`config.mk`:
```
export PLATFORM = sky130hd
export DESIGN_NAME = controlador_memoria
export DESIGN_NICKNAME = d
export VERILOG_FILES = /design/src/rtl/controlador_memoria_pkg.sv /design/src/rtl/contador_saturado.sv /design/src/rtl/controlador_memoria.sv
export SDC_FILE = /design/constraint.sdc
export NUM_CORES = 1
export LEC_CHECK = 0
export BUFFER_PORTS_ARGS = -buffer_cell sky130_fd_sc_hd__buf_2
export CORE_ASPECT_RATIO = 0.75
export CORE_MARGIN = 3
export CORE_UTILIZATION = 48
export DETAILED_ROUTE_END_ITERATION = 10
export GPL_TIMING_DRIVEN = 0
export HOLD_SLACK_MARGIN = 0.02
export PLACE_DENSITY = 0.78
export SLEW_MARGIN = 30
export SYNTH_ARGS = -nofsm -noshare
export SYNTH_HDL_FRONTEND = slang
export SYNTH_HIERARCHICAL = 1
export SYNTH_SLANG_ARGS = --single-unit
```
`constraint.sdc`:
```
create_clock -name clk -period 2.1 [get_ports clk]
set_input_delay 0.21 -clock clk [delete_from_list [all_inputs] [get_ports clk]]
set_output_delay 0.21 -clock clk [all_outputs]
set_load 0.05 [all_outputs]
```
`src/rtl/controlador_memoria_pkg.sv`:
```
// controlador_memoria_pkg: shared FSM state type and memory geometry defaults
package controlador_memoria_pkg;
  typedef enum logic [1:0] {IDLE, READ, WRITE, RESP} estado_t;
  localparam int DATA_W_DEF = 32;
  localparam int MEM_AW_DEF = 7;
  localparam int MEM_DEPTH = 2 ** MEM_AW_DEF;
endpackage

```
`src/rtl/contador_saturado.sv`:
```
// contador_saturado: enable-driven up counter that sticks at its maximum value
module contador_saturado #(
  parameter int W = 16
) (
  input  logic         clk,
  input  logic         rst,
  input  logic         en,
  output logic [W-1:0] q
);
  always_ff @(posedge clk)
    q <= rst ? '0 : (en && !(&q)) ? q + 1'b1 : q;
endmodule

```
`src/rtl/controlador_memoria.sv`:
```
// controlador_memoria: single-outstanding valid/ready initiator for the 128x32 memory
module controlador_memoria
  import controlador_memoria_pkg::*;
#(
  parameter int DATA_W = DATA_W_DEF,
  parameter int MEM_AW = MEM_AW_DEF,
  parameter int REQ_AW = 32,
  parameter int CNT_W  = 16
) (
  input  logic              clk,
  input  logic              rst,
  input  logic              req_valid,
  output logic              req_ready,
  input  logic              req_write,
  input  logic [REQ_AW-1:0] req_endereco,
  input  logic [DATA_W-1:0] req_dado,
  output logic              resp_valid,
  input  logic              resp_ready,
  output logic [DATA_W-1:0] resp_dado,
  output logic              resp_erro,
  output logic [DATA_W-1:0] mem_dado,
  output logic [MEM_AW-1:0] mem_endereco,
  output logic              mem_write,
  input  logic [DATA_W-1:0] mem_saida,
  output logic [CNT_W-1:0]  n_leituras,
  output logic [CNT_W-1:0]  n_escritas
);
  estado_t estado, prox;
  logic req_ready_d, resp_valid_d, resp_erro_d, mem_write_d;
  logic [DATA_W-1:0] resp_dado_d, mem_dado_d;
  logic [MEM_AW-1:0] mem_endereco_d;
  logic fora;
  assign fora = |req_endereco[REQ_AW-1:MEM_AW];
  always_comb begin
    prox = estado;
    req_ready_d = req_ready;
    resp_valid_d = resp_valid;
    resp_dado_d = resp_dado;
    resp_erro_d = resp_erro;
    mem_write_d = 1'b0;
    mem_endereco_d = mem_endereco;
    mem_dado_d = mem_dado;
    case (estado)
      IDLE: if (req_valid) begin
        req_ready_d = 1'b0;
        mem_endereco_d = req_endereco[MEM_AW-1:0];
        prox = fora ? RESP : req_write ? WRITE : READ;
        resp_valid_d = fora;
        resp_erro_d = fora;
        resp_dado_d = fora ? '0 : resp_dado;
        mem_write_d = !fora && req_write;
        mem_dado_d = (!fora && req_write) ? req_dado : mem_dado;
      end
      WRITE: begin
        prox = RESP;
        resp_valid_d = 1'b1;
        resp_erro_d = 1'b0;
        resp_dado_d = '0;
      end
      READ: begin
        prox = RESP;
        resp_valid_d = 1'b1;
        resp_erro_d = 1'b0;
        resp_dado_d = mem_saida;
      end
      RESP: if (resp_ready) begin
        prox = IDLE;
        resp_valid_d = 1'b0;
        req_ready_d = 1'b1;
      end
      default: prox = IDLE;
    endcase
  end
  always_ff @(posedge clk) begin
    if (rst) begin
      estado <= IDLE;
      req_ready <= 1'b1;
      resp_valid <= 1'b0;
      resp_dado <= '0;
      resp_erro <= 1'b0;
      mem_write <= 1'b0;
      mem_endereco <= '0;
      mem_dado <= '0;
    end else begin
      estado <= prox;
      req_ready <= req_ready_d;
      resp_valid <= resp_valid_d;
      resp_dado <= resp_dado_d;
      resp_erro <= resp_erro_d;
      mem_write <= mem_write_d;
      mem_endereco <= mem_endereco_d;
      mem_dado <= mem_dado_d;
    end
  end
  // counters advance on the closing edge of the single READ/WRITE cycle
  contador_saturado #(.W(CNT_W)) u_leituras (
    .clk(clk), .rst(rst), .en(estado == READ), .q(n_leituras)
  );
  contador_saturado #(.W(CNT_W)) u_escritas (
    .clk(clk), .rst(rst), .en(estado == WRITE), .q(n_escritas)
  );
endmodule

```
# Word-level counts from Yosys, hierarchy flattened
# Index checks and enable logic that the tools add are counted.
# classes
add_sub_neg	2
n_eq_ne	6
muxes	15
bitwise_logic	2
reduce_logical	21
# ops
operator	count
$pmux W32 S3	1
$mux W32	2
$add A16 B1 Y16 const B	2
$reduce_and A16 Y1	2
$reduce_or A25 Y1	1
$reduce_and A3 Y1	3
$mux W2	4
$ne A2 B2 Y1 const B	3
$pmux W2 S3	1
$reduce_and A2 Y1	3
$eq A2 B2 Y1 const B	2
$mux W1	4
$pmux W1 S2	2
$reduce_bool A2 Y1	2
$logic_and A1 B1 Y1	3
$logic_not A1 Y1	3
$pmux W1 S3	1
$reduce_bool A3 Y1	1
$reduce_or A3 Y1	1
$eq A2 B1 Y1 const B	1
$logic_not A2 Y1	1
$not A1 Y1	2
$reduce_or A2 Y1	1
# word_totals
regBits	109

# Logic depth before layout (Yosys ltp)
# Gate-level depths: netlist of run 1.
# logic_depth
word_depth	4
depth_mapped	8
depth_no_buf	6

# Modules after synthesis
# Netlist of run 1, hierarchy kept.
# modules_own_cells
module	instances	cells_each	area_per_inst_um2
controlador_memoria	1	368	3206.8
contador_saturado	2	96	833.3

# Least setup slack after synthesis of run 1
# OpenSTA, ideal clock, no wires.
# synth_timing
path_type	reg-to-reg
from	register u_escritas.q[6]
to	register u_escritas.q[15]
arrival_ns	2.044
slack_ns	-0.065
path_stages_with_launch	6
cell_sequence	dfxtp_1 -> nand4_2 -> or3_1 -> clkbuf_2 -> nor4_1 -> mux2_2
# synth_via
elab_chain_len	3
word_cells_on_any_way	4
classes_between	1 x add/sub; 3 x reduce/logical
# synth_rtl
item	line	text
start: declaration	contador_saturado.sv:8	output logic [W-1:0] q
start signal: assignment	contador_saturado.sv:11	q <= rst ? '0 : (en && !(&q)) ? q + 1'b1 : q;
parallel branches: the longest is 3 deep, another holds $add A16 B1 Y16	-	
# Parallel ways; which one is timed is not known.
# A chain may end at the register's enable or synchronous reset.

# Worst setup path after layout of run 1
# layout_timing
from	register estado[0]
to	register u_escritas.q[15]
# layout_via
elab_chain_len	2
# layout_rtl
item	line	text
start: declaration	controlador_memoria.sv:28	estado_t estado, prox;
start signal: assignment	controlador_memoria.sv:85	estado <= prox;
$eq A2 B2 Y1	controlador_memoria.sv:100	.clk(clk), .rst(rst), .en(estado == WRITE), .q(n_escritas)
$logic_and A1 B1 Y1	contador_saturado.sv:11	
# No other way between the ends.

==> results of run 1 <==
area by class of cell:
| type | count | area (sq um) |
|---|---|---|
| buffer | 40 | 250 |
| tap | 132 | 165 |
| timing repair buffer | 208 | 1050 |
| clock inverter | 6 | 93.8 |
| multi-input combinational | 402 | 2450 |
| inverter | 8 | 30.0 |
| sequential | 109 | 2190 |
| fill | 829 | 3310 |
| clock buffer | 10 | 239 |
state kept, by name, summed over array words and instances, names as in the netlist:
register / count
resp_erro: 1
resp_dado: 32
req_ready: 1
u_escritas/q: 16
estado: 2
mem_endereco: 7
mem_write: 1
mem_dado: 32
resp_valid: 1
u_leituras/q: 16
worst max path at each step:
stage	to	start	slack [ns]	depth (start not counted)
global route	mem_dado[29]$_SDFFE_PP0P_	estado[1]$_SDFFE_PP0P_	-0.04	7
floorplan	u_escritas/q[15]$_SDFFE_PP0P_	u_escritas/q[2]$_SDFFE_PP0P_	0.02	5
detailed placement	resp_dado[13]$_SDFFE_PP0P_	req_endereco[8]	-0.06	8
CTS	u_leituras/q[15]$_SDFFE_PP0P_	estado[1]$_SDFFE_PP0P_	0.01	7
finish	u_escritas/q[15]$_SDFFE_PP0P_	estado[0]$_SDFFE_PP0P_	0.1	7
global placement	resp_dado[25]$_SDFFE_PP0P_	req_endereco[8]	0.03	8
per-stage QoR:
step | hold slack (ns) | util [%] | setup TNS (ns) | area [sq um] | std cells
finish | 0.104 | 66.2 | 0 | 6470 | 915
global route | 0.102 | 66.2 | -0.141 | 6470 | 915
CTS | 0.0879 | 65.6 | 0 | 6410 | 913
detailed placement | 0.450 | 62.2 | -0.891 | 6080 | 898
global placement | 0.442 | 62.2 | 0 | 6080 | 898
floorplan | 0.346 | - | 0 | 4880 | 560
synthesized netlist by cell type, drive strengths merged, types with 3 or more instances:
master,instances
a22o,3
buf,14
nor3,8
nor2b,5
o21ai,37
mux2,4
xnor2,4
ha,7
nand2,95
nand3,16
o31ai,8
dfxtp,109
inv,7
a21oi,53
nand2b,3
or3,4
or4,6
clkbuf,25
nor4,11
nand4,45
and4,7
o41ai,4
mux2i,36
nor2,21
report_power, final:
| group | internal [mW] | leakage [nW] | switching, mW | total [mW] |
|---|---|---|---|---|
| clock network | 1.09 | 0.159 | 0.773 | 1.86 |
| registers | 2.23 | 0.886 | 0.118 | 2.35 |
| logic | 0.673 | 1.75 | 1.22 | 1.89 |
cell usage in the layout (no fill, tap or decap), drive strengths merged, types with 2 or more instances in the layout:
cell	netlist	routed
buf	14	225
dfxtp	109	109
nand2	95	95
a21oi	53	53
nand4	45	45
o21ai	37	37
mux2i	36	36
clkbuf	25	31
nor2	21	21
nand3	16	16
nor4	11	11
nor3	8	8
o31ai	8	8
inv	7	8
and4	7	7
ha	7	7
or4	6	6
nor2b	5	5
mux2	4	4
or3	4	4
xnor2	4	4
o41ai	4	4
nand2b	3	3
a22o	3	3
clkinv	1	3
bufinv	0	2
dlymetal6s2s	2	2
nor3b	2	2
and2b	2	2
or2	2	2
o211ai	2	2
xor2	2	2
o311ai	2	2
a2111oi	2	2
a31oi	2	2
and3	2	2
a211oi	2	2
routing by layer:
layer  global-route usage [%]  vias up
met1                     29.5     2363
met2                     42.3      221
met3                     7.07       19
li1                         -     2477
met4                     7.08        0
met5                        0        -
worst reg2reg max path, delay by kind of cell (launching register included):
family	cells	cell delay [ns]
adders and majority gates	1	0.26
buffers and inverters	2	0.29
DFF	1	0.37
muxes	1	0.37
and+or+nand+nor	3	0.61
what timing repair did:
action,CTS,global route
endpoints found under the setup margin,30,59
setup buffers,0,2
resized for setup,1,16
hold buffers,0,0
cell families after synthesis:
logic type,Yosys count,share of synthesized area [%]
compound gates,119,14.4
xor+xnor,6,1.08
fa+ha+maj,7,1.80
buf+inv,49,5.75
flops,109,44.8
mux,40,8.32
simple gates,230,23.9
==> summary.txt, run 1 <==
Clocking
  • Clock slew seen by the registers of the worst setup and hold paths: 0.07 ns
  • CTS tree: built
  • Number of clock buffers inserted by TritonCTS: 9
  • Later-pin clock latency in the skew report: 0.34 ns
  • Clock sinks: 109
  • Cell chosen for the clock root: sky130_fd_sc_hd__clkbuf_16
  • # H-tree levels: 3
  • Clock Tree Buf Depth: 2

Placed design
  • Placer's final routability congestion estimate: 0.922
  • Port-buffer cells: 206
  • Placement Setup Slack: -0.0625 ns
  • Estimated wirelength of the detail-placed design: 10,900 um

Worst setup path
  • Critical path's top delay family: simple AND/OR/NAND/NOR gates
  • Library cell contributing the largest single delay on the critical path: sky130_fd_sc_hd__dfxtp_1
  • Critical Path AT: 2.23 ns
  • Startpoint of the worst-slack reg-to-reg timing path: estado[0]$_SDFFE_PP0P_
  • Reg2reg end: u_escritas/q[15]$_SDFFE_PP0P_
  • Number of cells on the worst reg-to-reg path: 7
  • Crit path cell chain: inv_1 -> ha_2 -> nand2_1 -> or3_1 -> clkbuf_2 -> nor4_2 -> mux2_2
  • Largest stage delay on the critical path: 0.37 ns
  • Start-to-end type of the worst setup path: flop to flop
  • Req. time, crit path: 2.33 ns
  • Maximum fanout along the worst path: 7
  • Capturing element type of the critical path: flop
  • Register-to-register path setup slack: 0.1 ns
  • CP bufs+invs: 2
  • Startpoint Class: flop

Synthesis
  • Top post-synthesis cells by area: sky130_fd_sc_hd__dfxtp_1 (45%), sky130_fd_sc_hd__mux2i_1 (7.4%), sky130_fd_sc_hd__nand2_1 (7.3%), sky130_fd_sc_hd__nand4_1 (5.5%), sky130_fd_sc_hd__a21oi_1 (5.4%)
  • Mapped cell area: 4870 sq um
  • Share of flip-flops with an asynchronous set or reset after synthesis: 0%
  • Register area share after synthesis: 44.8%
  • Cell type contributing the most total cell area after synthesis: sky130_fd_sc_hd__dfxtp_1
  • Post-synthesis cell type count: 47
  • Number of nets in the synthesized netlist: 668
  • Syn. warnings: 6
  • Ys flop type: sky130_fd_sc_hd__dfxtp_1
  • Cells after synthesis: 560
  • Share of the synthesized area in the top cell type: 44.8%
  • Post-synthesis sequential element count: 109
  • Number of flops mapped to enable cells by yosys: 0
  • Syn avg cell area: 8.70 sq um

Drt
  • Detail-routed net length per standard cell: 15.7 um
  • Metal1 wirelength: 5850 um
  • First DRT Iteration DRCs: 289
  • Number of vias per cell after detailed routing: 5.55
  • Top routing layer used: met4
  • Met3 routed wirelength: 1170 um
  • Detailed-routed wire length on met2: 7040 um
  • Post-route DRC: 0
  • Number of vias in the routed layout: 5,080
  • Number of nets with antenna violations after detailed routing: 0
  • Total Wirelength: 14,300 um
  • Number of iterations in the first detailed-routing pass: 5

STA
  • Rel. slew slack: 52.2%
  • Final clock period utilization by the worst path: 95.3%
  • Final critical-path required period: 2.00 ns
  • Slew at the pin closest to its max-slew limit: 0.711 ns
  • RSZ-0062 raised after global routing: true
  • Count of endpoints failing setup in the final report: 0
  • Slack of the critical path: 0.0983 ns
  • Final hold violations: 0
  • Final max-slew violation count: 0
  • Fmax achieved: 500 MHz
  • Layout Skew: 0.00696 ns

Floorplanning
  • Total number of placement rows: 31
  • Die X: 122 um
  • Ports placed on the boundary: 208
  • Placeable Area: 9770 sq um
  • Initial Utilization: 49.9%
  • Area of the die: 11,400 sq um
  • Die boundary height: 93.3 um

Final layout
  • Number of nets in the layout: 886
  • Layout cell share with drive strength beyond 1: 34.5%
  • Relative area change from synthesis to final layout: 32.7%
  • Count of antenna diodes in the layout: 0

Hold path
  • Hold wc startpoint: req_endereco[1]
  • Worst Hold Class: input port to flop
  • Worst Hold Depth: 3
  • Sink of the worst hold path: mem_endereco[1]$_SDFFE_PP0P_

GRT
  • Via count of the first global-routing pass: 4,710
  • Global-route usage over all layers: 24.5%
  • Initial antenna violation count: 0
  • Overflow left after global routing: 0
  • Largest net degree at the start of global routing: 19
  • Wire length of the first global-routing pass: 22,600 um

Power
  • Post-route total power: 6.10 mW
  • IR Drop Worst-Case VDD: 0.000574 V
  • Ratio of total power to cell area: 944 nW/um^2
  • Pleak: 2.80 nW

Flow run
  • Maximum Capacitance Violations: 0

Status
  • Run status: complete, no violations
Power figures use the tool's default switching activity.
==> run 2, diff against run 1 <==
PLACE_DENSITY = not set   (was 0.78)
PLACE_DENSITY_LB_ADDON = 0.15   (was not set)
==> summary.txt, run 2 (synthesis gave the netlist of run 1 again) <==
Status
  • Run status: complete, no violations (unchanged)

Final layout
  • Non-filler cells, final: 914 (was 915)
  • Most frequent standard cell in the layout excluding fill and tap cells: sky130_fd_sc_hd__buf_2 (unchanged)
  • Commonest non-fill, non-tap cells in the layout: sky130_fd_sc_hd__buf_2 (215), sky130_fd_sc_hd__dfxtp_1 (101), sky130_fd_sc_hd__nand2_1 (95) (was sky130_fd_sc_hd__buf_2 (216), sky130_fd_sc_hd__dfxtp_1 (101), sky130_fd_sc_hd__nand2_1 (95))
  • Layout cell share with drive strength beyond 1: 34.5% (about the same)
  • Count of antenna diodes in the layout: 0 (unchanged)
  • Share of the core filled with cells: 65.7% (was 66.2%)
  • Fill cell instance count of the final layout: 875 (was 829)
  • Largest registers ranked by flip-flop count: mem_dado (32), resp_dado (32) (unchanged)
  • Relative area change from synthesis to final layout: 31.8% (was 32.7%)
  • Number of nets in the layout: 885 (was 886)

Floorplanning
  • Placeable Area: 9770 sq um (unchanged)
  • Initial Utilization: 49.9% (unchanged)
  • Die X: 122 um (unchanged)
  • Total number of placement rows: 31 (unchanged)
  • Die boundary height: 93.3 um (unchanged)
  • Area of the die: 11,400 sq um (unchanged)
  • Ports placed on the boundary: 208 (unchanged)

Drt
  • Total Wirelength: 13,700 um (was 14,300 um)
  • Detail-routed net length per standard cell: 15.0 um (was 15.7 um)
  • Number of iterations in the first detailed-routing pass: 4 (was 5)
  • Number of nets with antenna violations after detailed routing: 0 (unchanged)
  • Number of vias per cell after detailed routing: 5.42 (was 5.55)
  • Number of vias in the routed layout: 4,952 (was 5,080)
  • Post-route DRC: 0 (unchanged)
  • First DRT Iteration DRCs: 263 (was 289)

Worst setup path
  • Start-to-end type of the worst setup path: flop to flop (unchanged)
  • Crit path cell chain: inv_1 -> ha_2 -> nand2_1 -> or3_1 -> clkbuf_2 -> or4_1 -> a21oi_1 (was inv_1 -> ha_2 -> nand2_1 -> or3_1 -> clkbuf_2 -> nor4_2 -> mux2_2)
  • Critical path's top delay family: simple AND/OR/NAND/NOR gates (unchanged)
  • Capturing element type of the critical path: flop (unchanged)
  • Maximum fanout along the worst path: 7 (unchanged)
  • Critical Path AT: 2.30 ns (was 2.23 ns)
  • Largest stage delay on the critical path: 0.49 ns (was 0.37 ns)
  • Req. time, crit path: 2.37 ns (was 2.33 ns)
  • Startpoint Class: flop (unchanged)
  • Library cell contributing the largest single delay on the critical path: sky130_fd_sc_hd__or4_1 (was sky130_fd_sc_hd__dfxtp_1)
  • CP bufs+invs: 2 (unchanged)

Placed design
  • Port-buffer cells: 206 (unchanged)
  • Estimated wirelength of the detail-placed design: 10,400 um (was 10,900 um)
  • Number of placed cells counting well taps: 898 (unchanged)
  • Placer's final routability congestion estimate: 0.832 (was 0.922)

Clocking
  • # H-tree levels: 3 (unchanged)
  • Clock sinks: 109 (unchanged)
  • Cell chosen for the clock root: sky130_fd_sc_hd__clkbuf_16 (unchanged)
  • Clock Tree Buf Depth: 2 (unchanged)
  • CTS tree: built (unchanged)
  • Later-pin clock latency in the skew report: 0.34 ns (about the same)
  • Clock slew seen by the registers of the worst setup and hold paths: 0.07 ns (about the same)
  • Number of clock buffers inserted by TritonCTS: 9 (unchanged)

GRT
  • Global-route usage over all layers: 22.8% (was 24.5%)
  • Initial antenna violation count: 0 (unchanged)
  • Via count of the first global-routing pass: 4,571 (was 4,710)
  • Wire length of the first global-routing pass: 21,200 um (was 22,600 um)
  • Largest net degree at the start of global routing: 19 (unchanged)
  • Overflow left after global routing: 0 (unchanged)

STA
  • Final hold violations: 0 (unchanged)
  • Final max-slew violation count: 0 (unchanged)
  • RSZ-0062 raised after global routing: true (unchanged)
  • Slew at the pin closest to its max-slew limit: 0.559 ns (was 0.711 ns)
  • Rel. slew slack: 62.4% (was 52.2%)
  • Final critical-path required period: 2.03 ns (was 2.00 ns)
  • Count of endpoints failing setup in the final report: 0 (unchanged)
  • Layout Skew: 0.00639 ns (was 0.00696 ns)
  • Final clock period utilization by the worst path: 96.6% (was 95.3%)
  • Fmax achieved: 493 MHz (was 500 MHz)

Flow run
  • Maximum Capacitance Violations: 0 (unchanged)

Power
  • Pleak: 2.79 nW (was 2.80 nW)
  • Post-route total power: 5.93 mW (was 6.10 mW)
  • IR Drop Worst-Case VDD: 0.000504 V (was 0.000574 V)
  • Ratio of total power to cell area: 924 nW/um^2 (was 944 nW/um^2)

Hold path
  • Worst Hold Class: input port to flop (unchanged)
[run 2: path summary, 6_finish.rpt]
kind	start	to	slack (ns)	cells after the start
worst max-delay path	estado[0]$_SDFFE_PP0P_	u_escritas/q[13]$_SDFFE_PP0P_	0.07	7
worst min-delay path	req_endereco[1]	mem_endereco[1]$_SDFFE_PP0P_	0.11	3
worst max register to register	estado[0]$_SDFFE_PP0P_	u_escritas/q[13]$_SDFFE_PP0P_	0.07	7
worst min register to register	mem_endereco[5]$_SDFFE_PP0P_	mem_endereco[5]$_SDFFE_PP0P_	0.45	2
[run 2: metrics by stage]
stage / setup WS, ns / hold WS [ns] / instance area (sq um) / TNS (ns)
after global placement: -0.0158 / 0.442 / 6080 / -0.0198
after CTS: 0.0158 / 0.0982 / 6400 / 0
after detailed placement: -0.0701 / 0.445 / 6080 / -1.42
final: 0.0718 / 0.109 / 6420 / 0
after global routing: -0.0243 / 0.0981 / 6420 / -0.0572
after floorplan: 0.0216 / 0.346 / 4880 / 0
[run 2: cell type report]
type	instances	area, sq um	share of cell area (%)
flip-flops and latches	109	2190	34.1
repair buffers	207	1040	16.2
clock inverters	6	68.8	1.07
inverters	8	30.0	0.468
multi-input cells	402	2440	37.9
well taps	132	165	2.57
plain buffers	40	253	3.94
clock buffers	10	239	3.72
[run 2: repair_timing]
item	4_1_cts	5_1_grt
resized for setup	2	15
hold buffers	0	0
setup buffers	1	0
endpoints found under the hold margin	0	0
setup endpoints to repair	31	63
pin swaps	1	0
[run 2: routing by layer]
metal	GRT usage (%)	share of wire [%]	vias up
met5	0	0	-
met4	5.31	1.3	0
met3	6.83	8.2	20
met2	37.5	47	190
met1	29.5	43	2278
li1	-	-	2464
[run 2: worst reg2reg max path: cells and delay by family (launching register included)]
| kind | cells | cell delay [ns] |
|---|---|---|
| fa+ha+maj | 1 | 0.28 |
| simple gates | 3 | 0.89 |
| buf+inv | 2 | 0.29 |
| compound gates | 1 | 0.15 |
| flops | 1 | 0.34 |
[run 2: power breakdown]
| part | leakage [nW] | internal [mW] | switching (mW) |
|---|---|---|---|
| clock network | 0.149 | 0.967 | 0.761 |
| registers | 0.886 | 2.23 | 0.115 |
| logic | 1.76 | 0.667 | 1.19 |
| total | 2.79 | 3.87 | 2.07 |
==> run 3, diff against run 2 <==
CORE_MARGIN = not set   (was 3)
RECOVER_POWER = 100   (was not set)
==> summary.txt, run 3 (synthesis gave the netlist of run 1 again) <==
Worst setup path
  • Reg2reg end: u_leituras/q[15]$_SDFFE_PP0P_ (was u_escritas/q[13]$_SDFFE_PP0P_)
  • Startpoint of the worst-slack reg-to-reg timing path: estado[1]$_SDFFE_PP0P_ (was estado[0]$_SDFFE_PP0P_)
  • Register-to-register path setup slack: 0.11 ns (was 0.07 ns)
  • Capturing element type of the critical path: flop (unchanged)
  • Critical Path AT: 2.23 ns (was 2.30 ns)
  • Start-to-end type of the worst setup path: flop to flop (unchanged)
  • Maximum fanout along the worst path: 8 (was 7)
  • Critical Path End: u_leituras/q[15]$_SDFFE_PP0P_ (was u_escritas/q[13]$_SDFFE_PP0P_)
  • Number of cells on the worst reg-to-reg path: 7 (unchanged)
  • Startpoint Class: flop (unchanged)
  • Req. time, crit path: 2.34 ns (was 2.37 ns)
  • Launching instance or port of the critical path: estado[1]$_SDFFE_PP0P_ (was estado[0]$_SDFFE_PP0P_)

STA
  • Final hold violations: 0 (unchanged)
  • Worst hold slack: 0.0948 ns (was 0.109 ns)
  • Final max-slew violation count: 0 (unchanged)
  • RSZ-0062 raised after global routing: true (unchanged)
  • Count of endpoints failing setup in the final report: 0 (unchanged)
  • Rel. slew slack: 52.8% (was 62.4%)
  • Layout Skew: 0.0101 ns (was 0.00639 ns)
  • Final clock period utilization by the worst path: 94.9% (was 96.6%)
  • Slew at the pin closest to its max-slew limit: 0.711 ns (was 0.559 ns)
  • Fmax achieved: 502 MHz (was 493 MHz)
  • Final critical-path required period: 1.99 ns (was 2.03 ns)
  • Setup_tns: 0 ns (unchanged)

Placed design
  • Port-buffer cells: 206 (unchanged)
  • Placer's final routability congestion estimate: 0.811 (was 0.832)
  • Instance area at placement: 6080 sq um (unchanged)
  • Estimated wirelength of the detail-placed design: 10,000 um (was 10,400 um)

Power
  • Pleak: 2.32 nW (was 2.79 nW)
  • IR Drop Worst-Case VDD: 0.000529 V (was 0.000504 V)
  • Share of total power in the clock network: 29.5% (was 29.1%)
  • Ratio of total power to cell area: 936 nW/um^2 (was 924 nW/um^2)
  • Share of total power consumed by net switching: 35.3% (was 34.8%)
  • Post-route total power: 5.90 mW (was 5.93 mW)
  • Reported net switching power: 2.08 mW (was 2.07 mW)
  • Relative contribution of combinational cells to total power: 30.5% (was 31.3%)
  • Internal: 3.82 mW (was 3.87 mW)
  • Sequential power share: 39.9% (was 39.6%)

Final layout
  • Commonest non-fill, non-tap cells in the layout: sky130_fd_sc_hd__clkbuf_1 (124), sky130_fd_sc_hd__buf_2 (108), sky130_fd_sc_hd__dfxtp_1 (101) (was sky130_fd_sc_hd__buf_2 (215), sky130_fd_sc_hd__dfxtp_1 (101), sky130_fd_sc_hd__nand2_1 (95))
  • Sequential cell area: 2190 sq um (unchanged)
  • Count of antenna diodes in the layout: 0 (unchanged)
  • Relative area change from synthesis to final layout: 29.3% (was 31.8%)
  • Post-route cell area: 6300 sq um (was 6420 sq um)
  • Number of nets in the layout: 885 (unchanged)
  • Fill cell instance count of the final layout: 892 (was 875)
  • Most frequent standard cell in the layout excluding fill and tap cells: sky130_fd_sc_hd__clkbuf_1 (was sky130_fd_sc_hd__buf_2)
  • Layout cell share with drive strength beyond 1: 21.1% (was 34.5%)
  • Largest registers ranked by flip-flop count: mem_dado (32), resp_dado (32) (unchanged)
  • Combined area of the multi-input logic cells: 2450 sq um (was 2440 sq um)

Drt
  • Total Wirelength: 13,400 um (was 13,700 um)
  • Number of iterations in the first detailed-routing pass: 4 (unchanged)
  • Top routing layer used: met4 (unchanged)
  • Number of nets with antenna violations after detailed routing: 0 (unchanged)
  • Number of vias per cell after detailed routing: 5.42 (about the same)
  • Metal1 wirelength: 5850 um (was 5900 um)
  • Met3 routed wirelength: 968 um (was 1120 um)
  • Number of vias in the routed layout: 4,954 (was 4,952)
  • Detailed-routed wire length on met2: 6450 um (was 6480 um)
  • Detail-routed net length per standard cell: 14.7 um (was 15.0 um)
  • First DRT Iteration DRCs: 213 (was 263)
  • Post-route DRC: 0 (unchanged)

Clocking
  • # H-tree levels: 3 (unchanged)
  • Clock sinks: 109 (unchanged)
  • CTS tree: built (unchanged)
  • Clock Tree Buf Depth: 2 (unchanged)
  • Clock slew seen by the registers of the worst setup and hold paths: 0.07 ns (about the same)
  • Later-pin clock latency in the skew report: 0.35 ns (was 0.34 ns)
  • Number of clock buffers inserted by TritonCTS: 9 (unchanged)
  • Cell chosen for the clock root: sky130_fd_sc_hd__clkbuf_16 (unchanged)
  • Quantity of hold-fixing buffers added after cts: 0 (unchanged)

Floorplanning
  • Die X: 118 um (was 122 um)
  • Placeable Area: 9770 sq um (unchanged)
  • Area of the die: 10,600 sq um (was 11,400 sq um)
  • Ports placed on the boundary: 208 (unchanged)
  • Total number of placement rows: 31 (unchanged)
  • Die boundary height: 89.3 um (was 93.3 um)
  • Initial Utilization: 49.9% (unchanged)

GRT
  • Via count of the first global-routing pass: 4,507 (was 4,571)
  • Global-route usage over all layers: 24.7% (was 22.8%)
  • Initial antenna violation count: 0 (unchanged)
  • Wire length of the first global-routing pass: 20,900 um (was 21,200 um)
  • Largest net degree at the start of global routing: 19 (unchanged)
  • Overflow left after global routing: 0 (unchanged)

Flow run
  • Maximum Capacitance Violations: 0 (unchanged)

Status
  • Run status: complete, no violations (unchanged)

Hold path
  • Worst Hold Class: input port to flop (unchanged)
run 3: final cells by class:
type / count / share of cell area (%)
sequential: 109 / 34.8
clock buffer: 10 / 3.79
timing repair buffer: 207 / 14.4
clock inverter: 6 / 1.11
inverter: 8 / 0.477
buffer: 40 / 3.97
tap: 132 / 2.62
multi-input combinational: 402 / 38.8
run 3: worst max-delay path, cell delays in order, from the launching register on:
cell and delay (ns):
sky130_fd_sc_hd__dfxtp_1 0.36, sky130_fd_sc_hd__inv_1 0.11, sky130_fd_sc_hd__ha_2 0.28, sky130_fd_sc_hd__nand2_1 0.07, sky130_fd_sc_hd__or3_1 0.30, sky130_fd_sc_hd__clkbuf_2 0.17, sky130_fd_sc_hd__nor4_2 0.25, sky130_fd_sc_hd__mux2_2 0.36
run 3: how the worst min path moves through the flow:
stage,start,end,slack (ns),depth (start not counted)
after floorplan,req_endereco[0],mem_endereco[0]$_SDFFE_PP0P_,0.35,2
after global placement,mem_endereco[0]$_SDFFE_PP0P_,mem_endereco[0]$_SDFFE_PP0P_,0.44,2
after detailed placement,mem_endereco[0]$_SDFFE_PP0P_,mem_endereco[0]$_SDFFE_PP0P_,0.45,2
after CTS,req_endereco[1],mem_endereco[1]$_SDFFE_PP0P_,0.09,3
after global routing,mem_saida[17],resp_dado[17]$_SDFFE_PP0P_,0.09,3
final,mem_saida[7],resp_dado[7]$_SDFFE_PP0P_,0.09,3
run 3: power by group through the flow:
stage               combinational [mW]  clock, mW  sequential [mW]
finish                            1.80       1.74             2.36
global route                      1.93       1.88             2.38
CTS                               1.84       1.78             2.35
detailed placement                1.83          0             2.40
global placement                  1.81          0             2.38
floorplan                        0.917          0             2.89
run 3: per-stage QoR:
stage / worst slack (ns) / std cells / util, %
floorplan: 0.0216 / 560 / -
global placement: 0.0231 / 898 / 62.2
detailed placement: -0.0646 / 898 / 62.2
CTS: 0.00938 / 914 / 65.4
global route: -0.0407 / 914 / 64.5
finish: 0.106 / 914 / 64.5
run 3: layer usage:
metal,GRT usage (%),vias to the layer above
li1,-,2471
met1,30.3,2294
met2,42.0,172
met3,7.53,17
met4,7.93,0
met5,0,-
run 3: timing repair:
action | in CTS | in global routing
buffers inserted | 1 | 0
pin swaps | 1 | 0
gates resized for setup | 0 | 13
setup endpoints to repair | 27 | 57
